## src/rtl/instr_fetch_pkg.sv

```systemverilog
// Shared definitions for the instruction fetch unit: state encoding and PC constants.
package instr_fetch_pkg;

  typedef enum logic [1:0] {
    StFetch,
    StHold,
    StDrain
  } fetch_state_e;

  localparam logic [31:0] RESET_PC       = 32'h0000_0000;
  localparam logic [31:0] PC_INC         = 32'd4;
  localparam logic [31:0] PC_READ_OFFSET = 32'd8;

  // Force an address onto a word boundary.
  function automatic logic [31:0] align_word(input logic [31:0] addr);
    return {addr[31:2], 2'b00};
  endfunction

endpackage

```

## src/rtl/instr_fetch_if.sv

```systemverilog
// Memory handshake plus pipeline-facing signals of the fetch unit.
interface instr_fetch_if;

  logic        IReq;
  logic [31:0] IAddr;
  logic        IAck;
  logic [31:0] IRdata;
  logic        Stall;
  logic        Branch;
  logic [31:0] ExtImm;
  logic        RedirectEn;
  logic [31:0] RedirectAddr;
  logic        InstrValid;
  logic [31:0] Instr;
  logic [31:0] InstrPC;
  logic [31:0] PCPlus8;

  // Fetch unit side.
  modport master (
    output IReq, IAddr, InstrValid, Instr, InstrPC, PCPlus8,
    input  IAck, IRdata, Stall, Branch, ExtImm, RedirectEn, RedirectAddr
  );

  // Memory / datapath side.
  modport slave (
    input  IReq, IAddr, InstrValid, Instr, InstrPC, PCPlus8,
    output IAck, IRdata, Stall, Branch, ExtImm, RedirectEn, RedirectAddr
  );

endinterface

```

## src/rtl/branch_target_adder.sv

```systemverilog
// Branch target: architectural PC read value (InstrPC+8) plus the extended offset.
module branch_target_adder
  import instr_fetch_pkg::*;
(
  input  logic [31:0] instr_pc_i,
  input  logic [31:0] ext_imm_i,
  output logic [31:0] target_o
);

  assign target_o = instr_pc_i + PC_READ_OFFSET + ext_imm_i;

endmodule

```

## src/rtl/instr_fetch.sv

```systemverilog
// Instruction fetch unit: one outstanding memory read, a single presented instruction,
// branch and datapath redirects. A redirect while a read is in flight drains that read.
module instr_fetch
  import instr_fetch_pkg::*;
(
  input  logic          CLK,
  input  logic          Reset,
  instr_fetch_if.master bus
);

  fetch_state_e state_q, state_d;
  logic [31:0]  pc_q, pc_d;
  logic [31:0]  iaddr_q, iaddr_d;
  logic [31:0]  instr_q, instr_d;
  logic [31:0]  instr_pc_q, instr_pc_d;
  logic         valid_q, valid_d;
  logic [31:0]  branch_target;
  logic [31:0]  redirect_pc;

  branch_target_adder u_branch_target_adder (
    .instr_pc_i (instr_pc_q),
    .ext_imm_i  (bus.ExtImm),
    .target_o   (branch_target)
  );

  assign redirect_pc = align_word(bus.RedirectAddr);

  // Next-state logic: redirect wins over branch and stall in every state.
  always_comb begin
    state_d    = state_q;
    pc_d       = pc_q;
    instr_d    = instr_q;
    instr_pc_d = instr_pc_q;
    valid_d    = valid_q;

    unique case (state_q)
      StFetch: begin
        if (bus.RedirectEn) begin
          pc_d = redirect_pc;
          // Data returning alongside a redirect belongs to the old stream.
          state_d = bus.IAck ? StFetch : StDrain;
        end else if (bus.IAck) begin
          instr_d    = bus.IRdata;
          instr_pc_d = pc_q;
          valid_d    = 1'b1;
          pc_d       = pc_q + PC_INC;
          state_d    = StHold;
        end
      end
      StHold: begin
        if (bus.RedirectEn) begin
          pc_d    = redirect_pc;
          valid_d = 1'b0;
          state_d = StFetch;
        end else if (!bus.Stall) begin
          if (bus.Branch && valid_q) begin
            pc_d = branch_target;
          end
          valid_d = 1'b0;
          state_d = StFetch;
        end
      end
      StDrain: begin
        if (bus.RedirectEn) begin
          pc_d = redirect_pc;
        end
        if (bus.IAck) begin
          state_d = StFetch;
        end
      end
      default: state_d = StFetch;
    endcase

    // The request address only moves when a new request is about to be issued.
    iaddr_d = (state_d == StFetch) ? pc_d : iaddr_q;
  end

  // State register with synchronous reset; an IAck in the reset cycle is dropped.
  always_ff @(posedge CLK) begin
    if (Reset) begin
      state_q    <= StFetch;
      pc_q       <= RESET_PC;
      iaddr_q    <= RESET_PC;
      instr_q    <= '0;
      instr_pc_q <= RESET_PC;
      valid_q    <= 1'b0;
    end else begin
      state_q    <= state_d;
      pc_q       <= pc_d;
      iaddr_q    <= iaddr_d;
      instr_q    <= instr_d;
      instr_pc_q <= instr_pc_d;
      valid_q    <= valid_d;
    end
  end

  assign bus.IReq       = (state_q != StHold) && !Reset;
  assign bus.IAddr      = iaddr_q;
  assign bus.InstrValid = valid_q;
  assign bus.Instr      = instr_q;
  assign bus.InstrPC    = instr_pc_q;
  assign bus.PCPlus8    = instr_pc_q + PC_READ_OFFSET;

endmodule

```

## src/flat_wrapper.sv

```systemverilog
// flat-port wrapper written by rule: the top's interface ports become plain ports
module instr_fetch_flat import instr_fetch_pkg::*;
  (CLK, Reset, bus_IReq, bus_IAddr, bus_InstrValid, bus_Instr, bus_InstrPC, bus_PCPlus8, bus_IAck, bus_IRdata, bus_Stall, bus_Branch, bus_ExtImm, bus_RedirectEn, bus_RedirectAddr);
  instr_fetch_if bus_i ();
  input  logic CLK;
  input  logic Reset;
  output wire logic [$bits(bus_i.IReq)-1:0] bus_IReq;
  output wire logic [$bits(bus_i.IAddr)-1:0] bus_IAddr;
  output wire logic [$bits(bus_i.InstrValid)-1:0] bus_InstrValid;
  output wire logic [$bits(bus_i.Instr)-1:0] bus_Instr;
  output wire logic [$bits(bus_i.InstrPC)-1:0] bus_InstrPC;
  output wire logic [$bits(bus_i.PCPlus8)-1:0] bus_PCPlus8;
  input wire logic [$bits(bus_i.IAck)-1:0] bus_IAck;
  input wire logic [$bits(bus_i.IRdata)-1:0] bus_IRdata;
  input wire logic [$bits(bus_i.Stall)-1:0] bus_Stall;
  input wire logic [$bits(bus_i.Branch)-1:0] bus_Branch;
  input wire logic [$bits(bus_i.ExtImm)-1:0] bus_ExtImm;
  input wire logic [$bits(bus_i.RedirectEn)-1:0] bus_RedirectEn;
  input wire logic [$bits(bus_i.RedirectAddr)-1:0] bus_RedirectAddr;
  assign bus_IReq = bus_i.IReq;
  assign bus_IAddr = bus_i.IAddr;
  assign bus_InstrValid = bus_i.InstrValid;
  assign bus_Instr = bus_i.Instr;
  assign bus_InstrPC = bus_i.InstrPC;
  assign bus_PCPlus8 = bus_i.PCPlus8;
  assign bus_i.IAck = bus_IAck;
  assign bus_i.IRdata = bus_IRdata;
  assign bus_i.Stall = bus_Stall;
  assign bus_i.Branch = bus_Branch;
  assign bus_i.ExtImm = bus_ExtImm;
  assign bus_i.RedirectEn = bus_RedirectEn;
  assign bus_i.RedirectAddr = bus_RedirectAddr;
  instr_fetch u_core (.CLK(CLK), .Reset(Reset), .bus(bus_i));
endmodule
```

## config.mk

```make
export PLATFORM = sky130hd
export DESIGN_NAME = instr_fetch_flat
export DESIGN_NICKNAME = d
export VERILOG_FILES = /design/src/rtl/instr_fetch_pkg.sv /design/src/rtl/instr_fetch_if.sv /design/src/rtl/branch_target_adder.sv /design/src/rtl/instr_fetch.sv /design/src/flat_wrapper.sv
export SDC_FILE = /design/constraint.sdc
export NUM_CORES = 1
export LEC_CHECK = 0
export BUFFER_PORTS_ARGS = -buffer_cell sky130_fd_sc_hd__buf_2
export CELL_PAD_IN_SITES_DETAIL_PLACEMENT = 0
export CELL_PAD_IN_SITES_GLOBAL_PLACEMENT = 1
export CORE_MARGIN = 1
export CORE_UTILIZATION = 41
export DETAILED_ROUTE_END_ITERATION = 12
export GPL_ROUTABILITY_DRIVEN = 0
export PLACE_DENSITY_LB_ADDON = 0.1
export SYNTH_ARGS = -nofsm -noshare
export SYNTH_HDL_FRONTEND = slang
export SYNTH_SLANG_ARGS = --single-unit
```

## constraint.sdc

```tcl
create_clock -name CLK -period 6.94 [get_ports CLK]
set_input_delay 0.694 -clock CLK [delete_from_list [all_inputs] [get_ports CLK]]
set_output_delay 0.694 -clock CLK [all_outputs]
set_load 0.02 [all_outputs]
```

==> results of run 1 <==
-- worst max-delay path: stages, from the launching register on --
cell	delay, ps
dfxtp_1	450
and3_1	210
and2_1	180
nand4_1	510
or2b_1	430
xnor2_1	200
ha_1	350
a21oi_1	330
o21ai_0	150
nand4_1	180
or4b_1	530
a21oi_1	200
xor2_1	290
nand3_1	130
a32oi_1	270
a211oi_1	110
-- flip-flops by register name, indices dropped and copies added (netlist names) --
| register | count |
|---|---|
| u_core.pc_q | 32 |
| u_core.bus.InstrValid | 1 |
| u_core.bus.IAddr | 32 |
| u_core.bus.InstrPC | 32 |
| u_core.state_q | 2 |
| u_core.bus.Instr | 32 |
-- cells in the final DEF (no fill, tap or decap), types with 4 or more instances in the layout --
cell type / instances
a21o_1: 8
o31ai_1: 5
buf_2: 228
or3_1: 6
o31a_1: 6
nand4_1: 20
nand2_1: 218
xor2_1: 18
xnor2_1: 34
nor3_1: 23
nor4_1: 10
and3_1: 20
o22ai_1: 9
o21bai_1: 4
o211ai_1: 11
nand3_1: 37
clkbuf_16: 17
a32oi_1: 4
buf_4: 12
and4_1: 9
a22oi_1: 4
o21ai_0: 60
a211o_1: 4
nand2b_1: 8
a211oi_1: 29
nor2b_1: 5
nor2_1: 105
a21oi_1: 134
and2_1: 12
inv_1: 13
ha_1: 34
a31oi_1: 20
o21a_1: 7
mux2i_1: 5
o221ai_1: 7
dfxtp_1: 131
-- worst max path at each step --
stage | end | start | slack (ps) | cells after the start
after floorplan | u_core.bus.IAddr[26] | u_core.bus.InstrPC[5] | 2880 | 14
after global placement | u_core.bus.IAddr[28] | u_core.bus.InstrPC[5] | 2390 | 15
after detailed placement | u_core.bus.IAddr[28] | u_core.bus.InstrPC[5] | 2370 | 15
after CTS | u_core.bus.IAddr[28] | u_core.bus.InstrPC[5] | 2340 | 15
after global routing | u_core.bus.IAddr[28] | u_core.bus.InstrPC[5] | 2060 | 15
final | u_core.bus.IAddr[28] | u_core.bus.InstrPC[5] | 2260 | 15
-- cells by family after synthesis --
kind of cell,Yosys count,share of synthesized area [%]
mux,5,0.587
xor+xnor,54,5.85
compound gates,358,26.5
flops,131,30.7
buf+inv,97,4.58
fa+ha+maj,35,5.22
simple gates,491,26.5
-- layout make-up --
type | count | share of cell area (%)
Antenna cell | 1 | 0.0241
Multi-Input combinational cell | 943 | 53.3
Clock buffer | 19 | 4.27
Timing Repair Buffer | 240 | 11.9
Inverter | 15 | 0.543
Sequential cell | 131 | 25.3
Clock inverter | 13 | 1.44
Tap cell | 270 | 3.26
-- metal layers --
layer,GRT usage [%],vias to the layer above
met1,39.4,4344
met2,43.2,422
met3,6.72,60
li1,-,4582
met5,0,-
met4,10.5,0
-- power breakdown --
group	leakage (nW)	total, mW	switching [mW]	internal, mW
Sequential	1.07	0.850	0.0499	0.800
Combinational	3.18	0.439	0.286	0.153
Clock	0.286	0.920	0.375	0.545
-- metrics by stage --
stage | setup WS (ps) | power, mW | std cells
after global placement | 2390 | 1.30 | 1599
after floorplan | 2880 | 1.14 | 1171
after CTS | 2340 | 2.22 | 1631
after detailed placement | 2370 | 1.30 | 1599
after global routing | 2060 | 2.30 | 1631
final | 2260 | 2.21 | 1632
==> run_results.csv, run 1 <==
group,metric,value,unit
sta,setup_viol,0,
logic_synthesis,yosys.area.top_type,"dfxtp_1",
grt,grt_usage,28.6,%
sta,drv_slew,0,
critical_path,rrSetupSlack,2260,ps
critical_path,critical_path_required,7220,ps
layout,regArea,2620,um2
clock_tree,clock_latency,420,ps
clock_tree,cts_setup_buffers,0,
logic_synthesis,synth-edff-count,0,
drt,wl_met3,2.55,mm
floorplan,rows,52,
drt,vias,9408,
layout,area_delta_synth_final,21.6,%
drt,first_iter_violations,744,
layout,fin_area,10400,um2
layout,post-route-util,51.1,%
logic_synthesis,synthDominantCellAreaShare,30.7,%
power_and_ir_drop,worst_ir_drop_vdd,0.000184,V
worst_hold_path,hold_depth,2,
clock_tree,cts.sink_count,131,
sta,setup-tns-final,0,ps
clock_tree,cts_buffers,17,
worst_hold_path,hp-start,"u_core.bus.Instr[2]",
grt,grt_pass1_wl,47.8,mm
placed_design,dpl_cell_area,9780,um2
logic_synthesis,synthArstFlopShare,0,%
clock_tree,clock_path_buffers,2,
drt,top_layer,"met4",
grt,grt_max_degree,73,
layout,layout-drive-gt1-share,21.2,%
drt,met2_length,13.5,mm
critical_path,path_max_fanout,8,
logic_synthesis,synth_common_cells,"nand2_1 (219), a21oi_1 (134), dfxtp_1 (131)",
sta,fin_hold_ws,451,ps
power_and_ir_drop,p_leak,4.55,nW
layout,nets,1485,
critical_path,cp.arrival,4950,ps
sta,finalHoldViolCount,0,
clock_tree,cts-resized-gates,0,
logic_synthesis,syn_avg_cell_area,7.28,um2
logic_synthesis,synth_seq_area_share,30.7,%
logic_synthesis,ys_seq_elements,131,
critical_path,rr_worst_depth,15,
grt,grt_pass1_vias,8623,
logic_synthesis,yosysWarnings,0,
power_and_ir_drop,p_per_area,213,nW/um2
sta,finClkSkew,11.1,ps
floorplan,core-area,20300,um2
clock_tree,cts_hold_buf,0,
flow_run,maxCapViolations,0,
logic_synthesis,synth_fp_nets,1308,
drt,wirelength,31.0,mm
floorplan,die_x,146,um
drt,wl_met1,14.1,mm
floorplan,start_util,42.0,%
clock_tree,clkTransAtPathRegs,60,ps
floorplan,ios,232,
sta,rsz0062_at_grt,"false",
sta,period_needed,4680,ps
critical_path,critical_path.endpoint_type,"flop",
sta,period_share,67.4,%
critical_path,r2r_end,"u_core.bus.IAddr[28]",
grt,antenna_found_initial,0,
sta,timing.slew.headroom,25.4,%
sta,worstMarginPinSlew,1120,ps
floorplan,die_h,146,um
drt,drtPass1Iterations,11,
critical_path,crit_path_start_kind,"flop",
grt,overflow,0,
logic_synthesis,yosys-top-cells-area,"dfxtp_1 (31%), nand2_1 (9.6%), a21oi_1 (7.9%)",
layout,filler_cell_count,2136,
placed_design,port-buffer-count,229,
layout,multiInputGateArea,5530,um2
clock_tree,cts_tree,"done",
logic_synthesis,ys.flop_type,"dfxtp_1",
logic_synthesis,synth_most_common_cell,"nand2_1",
placed_design,dpl.hpwl,22.7,mm
logic_synthesis,synth.distinct_cells,81,
clock_tree,htreeDepth,4,
floorplan,fp.dieArea,21400,um2
logic_synthesis,synthCells,1171,
drt,ant_nets,0,
worst_hold_path,hold_class,"reg -> reg",
clock_tree,root_buffer,"clkbuf_16",
drt,via_per_inst,5.76,
critical_path,path_class,"reg -> reg",
run_status,status,"complete, no violations",
logic_synthesis,netlist_area,8530,um2
drt,wl_per_cell,19.0,um
worst_hold_path,holdPathEnd,"u_core.bus.Instr[2]",
drt,drc,0,
critical_path,rr_startpoint,"u_core.bus.InstrPC[5]",
sta,fmax,214,MHz
No activity file was read; power rests on OpenSTA's default activity.
==> run 2: changes to the inputs <==
--- a/config.mk
+++ b/config.mk
@@ -9,7 +9,7 @@
 export CELL_PAD_IN_SITES_DETAIL_PLACEMENT = 0
 export CELL_PAD_IN_SITES_GLOBAL_PLACEMENT = 1
 export CORE_MARGIN = 1
-export CORE_UTILIZATION = 41
+export CORE_UTILIZATION = 38
 export DETAILED_ROUTE_END_ITERATION = 12
 export GPL_ROUTABILITY_DRIVEN = 0
 export PLACE_DENSITY_LB_ADDON = 0.1
==> constraint.sdc (replaced) <==
create_clock -name CLK -period 4.8 [get_ports CLK]
set_input_delay 0.48 -clock CLK [delete_from_list [all_inputs] [get_ports CLK]]
set_output_delay 0.48 -clock CLK [all_outputs]
set_load 0.02 [all_outputs]
==> run_results.csv, run 2 (synthesis gave the netlist of run 1 again) <==
group,metric,value,unit
run_status,status,"complete, no violations",
drt,drtPass1Iterations,6,
worst_hold_path,hp-start,"bus_IRdata[26]",
worst_hold_path,hold_depth,3,
floorplan,die_h,152,um
worst_hold_path,hold_class,"in -> reg",
layout,filler_cell_count,2334,
sta,fmax,225,MHz
critical_path,path_class,"reg -> reg",
clock_tree,root_buffer,"clkbuf_16",
floorplan,rows,54,
critical_path,cp_slowest_cell,"or4b_1",
layout,nets,1488,
clock_tree,cts.sink_count,131,
critical_path,rr_startpoint,"u_core.bus.InstrPC[6]",
floorplan,ios,232,
clock_tree,cts-resized-gates,0,
sta,finClkSkew,6.77,ps
critical_path,crit_buf_inv,0,
power_and_ir_drop,power,3.29,mW
sta,setup_slack,358,ps
clock_tree,cts_hold_buf,0,
sta,setup_viol,0,
sta,worstMarginPinSlew,1050,ps
critical_path,rr_worst_depth,15,
placed_design,port-buffer-count,229,
drt,vias,9337,
layout,fin_cells,1645,
clock_tree,cts_tree,"done",
placed_design,placed_cells,1612,
floorplan,core-area,21900,um2
grt,antenna_found_initial,1,
critical_path,path_max_fanout,8,
drt,first_iter_violations,769,
grt,grt_max_degree,86,
flow_run,maxCapViolations,0,
placed_design,dpl_cell_area,9810,um2
critical_path,critical_path_required,5070,ps
placed_design,dpl.hpwl,23.5,mm
drt,drc,0,
sta,fin_hold_ws,281,ps
clock_tree,cts_buffers,17,
critical_path,crit_path_start_kind,"flop",
power_and_ir_drop,p_per_area,314,nW/um2
layout,multiInputGateArea,5530,um2
layout,post-route-util,47.7,%
sta,finalHoldViolCount,0,
power_and_ir_drop,p_leak,4.58,nW
drt,wirelength,31.9,mm
sta,drv_slew,0,
sta,rsz0062_at_grt,"false",
critical_path,max_stage_delay,510,ps
floorplan,fp.dieArea,23100,um2
clock_tree,clkTransAtPathRegs,60,ps
floorplan,start_util,39.0,%
clock_tree,cts_setup_buffers,0,
sta,period_share,92.5,%
critical_path,cp.arrival,4710,ps
placed_design,pre_cts_slack,391,ps
grt,grt_pass1_vias,8702,
critical_path,critical_path.endpoint_type,"flop",
drt,wl_per_cell,19.4,um
power_and_ir_drop,worst_ir_drop_vdd,0.000233,V
grt,grt_usage,27.1,%
sta,setup-tns-final,0,ps
critical_path,rrSetupSlack,360,ps
clock_tree,clock_latency,430,ps
layout,layout_common_cells,"buf_2 (228), nand2_1 (218), a21oi_1 (134)",
drt,ant_nets,0,
critical_path,path_cells,"and3_1 -> and2_1 -> nand4_1 -> or2b_1 -> xnor2_1 -> ha_1 -> a21oi_1 -> o21ai_0 -> nand4_1 -> or4b_1 -> a21oi_1 -> xor2_1 -> nand3_1 -> a32oi_1 -> a211oi_1",
sta,period_needed,4440,ps
layout,area_delta_synth_final,22.5,%
grt,overflow,0,
layout,layout-drive-gt1-share,21.5,%
layout,mostFrequentLayoutCell,"buf_2",
clock_tree,htreeDepth,4,
critical_path,r2r_end,"u_core.bus.IAddr[28]",
sta,timing.slew.headroom,29.7,%
layout,fin_area,10400,um2
drt,via_per_inst,5.68,
grt,grt_pass1_wl,49.4,mm
floorplan,die_x,152,um
layout,regArea,2620,um2
critical_path,cpLargestDelayFamily,"simple AND/OR/NAND/NOR gates",
clock_tree,clock_path_buffers,2,
worst_hold_path,holdPathEnd,"u_core.bus.Instr[26]",
## run 2: cell types whose count changed in the layout (fill, tap and decap cells not counted), sizes merged
cell,previous run,this run
buf,240,243
clkinv,7,4
inv,17,19
bufinv,2,3
clkbuf,19,20
clkinvlp,2,1
## run 2: final cells by class
| cell class | instances | share of cell area [%] |
|---|---|---|
| clock buffer | 20 | 4.47 |
| tap | 280 | 3.35 |
| antenna | 1 | 0.0240 |
| timing repair buffer | 243 | 12.0 |
| clock inverter | 12 | 1.57 |
| sequential | 131 | 25.1 |
| inverter | 15 | 0.539 |
| multi-input combinational | 943 | 52.9 |
## run 2: worst register-to-register path, delay by kind of cell, from the launching register on
kind,cells,cell delay [ps]
simple gates,7,1970
compound gates,5,1080
flops,1,430
xor+xnor,2,430
fa+ha+maj,1,390
## run 2: worst max-delay path by stage
stage	from	end	slack (ps)	depth (start not counted)
6_report	u_core.bus.InstrPC[6]	u_core.bus.IAddr[28]	360	15
5_1_grt	u_core.bus.InstrPC[6]	u_core.bus.IAddr[28]	40	15
3_3_place_gp	u_core.bus.InstrPC[5]	u_core.bus.IAddr[28]	450	15
2_1_floorplan	u_core.bus.InstrPC[5]	u_core.bus.IAddr[26]	740	14
3_5_place_dp	u_core.bus.InstrPC[6]	u_core.bus.IAddr[28]	390	15
4_1_cts	u_core.bus.InstrPC[6]	u_core.bus.IAddr[28]	350	15
## run 2: report_power, final
group          switching [mW]  internal (mW)
clock network           0.552          0.869
logic                   0.412          0.222
registers              0.0733           1.16
total                    1.04           2.25
## run 2: routing by layer
metal  GRT usage (%)  routed length, um  vias to the layer above
li1                -                  -                     4597
met1            37.4              14700                     4307
met2            41.9              13800                      391
met3            5.93               2650                       42
met4            8.43                628                        0
met5               0                  0                        -
==> run 3: changes to the inputs <==
--- a/config.mk
+++ b/config.mk
@@ -8,6 +8,7 @@
 export BUFFER_PORTS_ARGS = -buffer_cell sky130_fd_sc_hd__buf_2
 export CELL_PAD_IN_SITES_DETAIL_PLACEMENT = 0
 export CELL_PAD_IN_SITES_GLOBAL_PLACEMENT = 1
+export CORE_ASPECT_RATIO = 1.1
 export CORE_MARGIN = 1
 export CORE_UTILIZATION = 38
 export DETAILED_ROUTE_END_ITERATION = 12
==> run_results.csv, run 3 (synthesis gave the netlist of run 1 again) <==
group,metric,value,unit
run_status,status,"complete, no violations",
drt,ant_nets,0,
sta,finClkSkew,14.5,ps
floorplan,rows,57,
placed_design,port-buffer-count,229,
grt,grt_pass1_wl,48.7,mm
power_and_ir_drop,worst_ir_drop_vdd,0.000262,V
critical_path,max_stage_delay,540,ps
critical_path,crit_buf_inv,0,
sta,period_share,88.8,%
critical_path,rr_startpoint,"u_core.bus.InstrPC[5]",
critical_path,cp_slowest_cell,"or4b_1",
clock_tree,cts_tree,"done",
clock_tree,clkTransAtPathRegs,70,ps
floorplan,start_util,38.7,%
layout,regArea,2620,um2
sta,worstMarginPinSlew,1000,ps
clock_tree,cts.sink_count,131,
sta,rsz0062_at_grt,"false",
sta,setup-tns-final,0,ps
critical_path,rr_worst_depth,16,
flow_run,maxCapViolations,0,
critical_path,cp.arrival,4530,ps
critical_path,path_class,"reg -> reg",
clock_tree,clock_latency,430,ps
critical_path,critical_path_required,5070,ps
worst_hold_path,hold_class,"in -> reg",
critical_path,crit_path_start_kind,"flop",
sta,timing.slew.headroom,33.0,%
sta,drv_slew,0,
layout,multiInputGateArea,5530,um2
grt,overflow,0,
critical_path,critical_path.endpoint_type,"flop",
floorplan,die_h,159,um
critical_path,path_max_fanout,8,
sta,period_needed,4260,ps
placed_design,dpl.hpwl,23.7,mm
sta,setup_viol,0,
drt,drtPass1Iterations,6,
floorplan,fp.dieArea,23100,um2
clock_tree,clock_path_buffers,2,
drt,vias,9380,
clock_tree,cts_buffers,17,
floorplan,ios,232,
critical_path,r2r_end,"u_core.bus.IAddr[28]",
worst_hold_path,holdPathEnd,"u_core.bus.Instr[2]",
clock_tree,root_buffer,"clkbuf_16",
layout,mostFrequentLayoutCell,"buf_2",
layout,antenna_cells,0,
drt,drc,0,
drt,first_iter_violations,570,
sta,fmax,234,MHz
layout,layout-drive-gt1-share,21.7,%
power_and_ir_drop,p_leak,4.58,nW
worst_hold_path,hp-start,"bus_IRdata[2]",
clock_tree,htreeDepth,4,
critical_path,path_cells,"and3_1 -> and2_1 -> and4_1 -> and2_1 -> nand3_1 -> xnor2_1 -> ha_1 -> nand2_1 -> o21a_1 -> nand2_1 -> or4b_1 -> a21oi_1 -> xor2_1 -> nand3_1 -> a32oi_1 -> a211oi_1",
drt,via_per_inst,5.64,
grt,grt_usage,27.5,%
power_and_ir_drop,power,3.23,mW
layout,nets,1491,
sta,finalHoldViolCount,0,
clock_tree,cts_setup_buffers,0,
worst_hold_path,hold_depth,3,
power_and_ir_drop,p_per_area,309,nW/um2
clock_tree,cts_hold_buf,0,
floorplan,die_x,145,um
drt,wl_per_cell,19.0,um
clock_tree,cts-resized-gates,0,
grt,antenna_found_initial,0,
layout,filler_cell_count,2271,
grt,grt_pass1_vias,8690,
layout,area_delta_synth_final,22.7,%
layout,layout_common_cells,"buf_2 (228), nand2_1 (218), a21oi_1 (134)",
critical_path,rrSetupSlack,540,ps
critical_path,cpLargestDelayFamily,"simple AND/OR/NAND/NOR gates",
drt,wirelength,31.5,mm
floorplan,core-area,22000,um2
grt,grt_max_degree,87,
[run 3: cell types whose count changed in the layout (fill, tap and decap cells not counted)]
cell / delta
inv_8: +4
buf_4: +3
clkbuf_8: -3
clkinvlp_4: +2
bufinv_16: -1
clkinv_2: -1
clkinv_4: -1
clkinv_8: +1
diode_2: -1
inv_6: -1
[run 3: where the power goes]
group / switching (mW) / leakage (nW) / total [mW] / internal, mW
logic: 0.412 / 3.21 / 0.634 / 0.223
registers: 0.0731 / 1.07 / 1.23 / 1.16
clock network: 0.579 / 0.292 / 1.37 / 0.791
[run 3: cell type report]
class                      instances  area share [%]
tap                              295            3.53
inverter                          15           0.538
clock buffer                      17            4.06
clock inverter                    15            1.79
multi-input combinational        943            52.8
timing repair buffer             246            12.2
sequential                       131            25.1
[run 3: routing by layer]
metal | global-route usage, % | routed length [um] | vias to the layer above
li1 | - | - | 4605
met1 | 37.6 | 14400 | 4376
met2 | 42.5 | 14100 | 357
met3 | 6.02 | 2290 | 42
met4 | 9.19 | 769 | 0
met5 | 0 | 0 | -
[run 3: worst reg2reg max path: cells and delay by family (launching register included)]
kind            cells  cell delay (ps)
simple gates        9             2030
compound gates      4              790
xor+xnor            2              510
flops               1              420
fa+ha+maj           1              360
[run 3: worst max path at each step]
| stage | startpoint | to | slack (ps) | cells past startpoint |
|---|---|---|---|---|
| after floorplan | u_core.bus.InstrPC[5] | u_core.bus.IAddr[26] | 740 | 14 |
| after global placement | u_core.bus.InstrPC[5] | u_core.bus.IAddr[28] | 620 | 16 |
| after detailed placement | u_core.bus.InstrPC[5] | u_core.bus.IAddr[28] | 600 | 16 |
| after CTS | u_core.bus.InstrPC[5] | u_core.bus.IAddr[28] | 570 | 16 |
| after global routing | u_core.bus.InstrPC[5] | u_core.bus.IAddr[29] | 270 | 17 |
| final | u_core.bus.InstrPC[5] | u_core.bus.IAddr[28] | 540 | 16 |
[run 3: stage by stage]
step,utilization (%),setup WS [ps],cell area (um2),hold slack (ps),cells
after CTS,47.5,565,10500,265,1662
final,47.5,535,10500,278,1662
after global routing,47.5,265,10500,276,1662
after detailed placement,44.7,601,9860,443,1630
after floorplan,-,736,8530,432,1171
after global placement,44.7,624,9860,438,1630
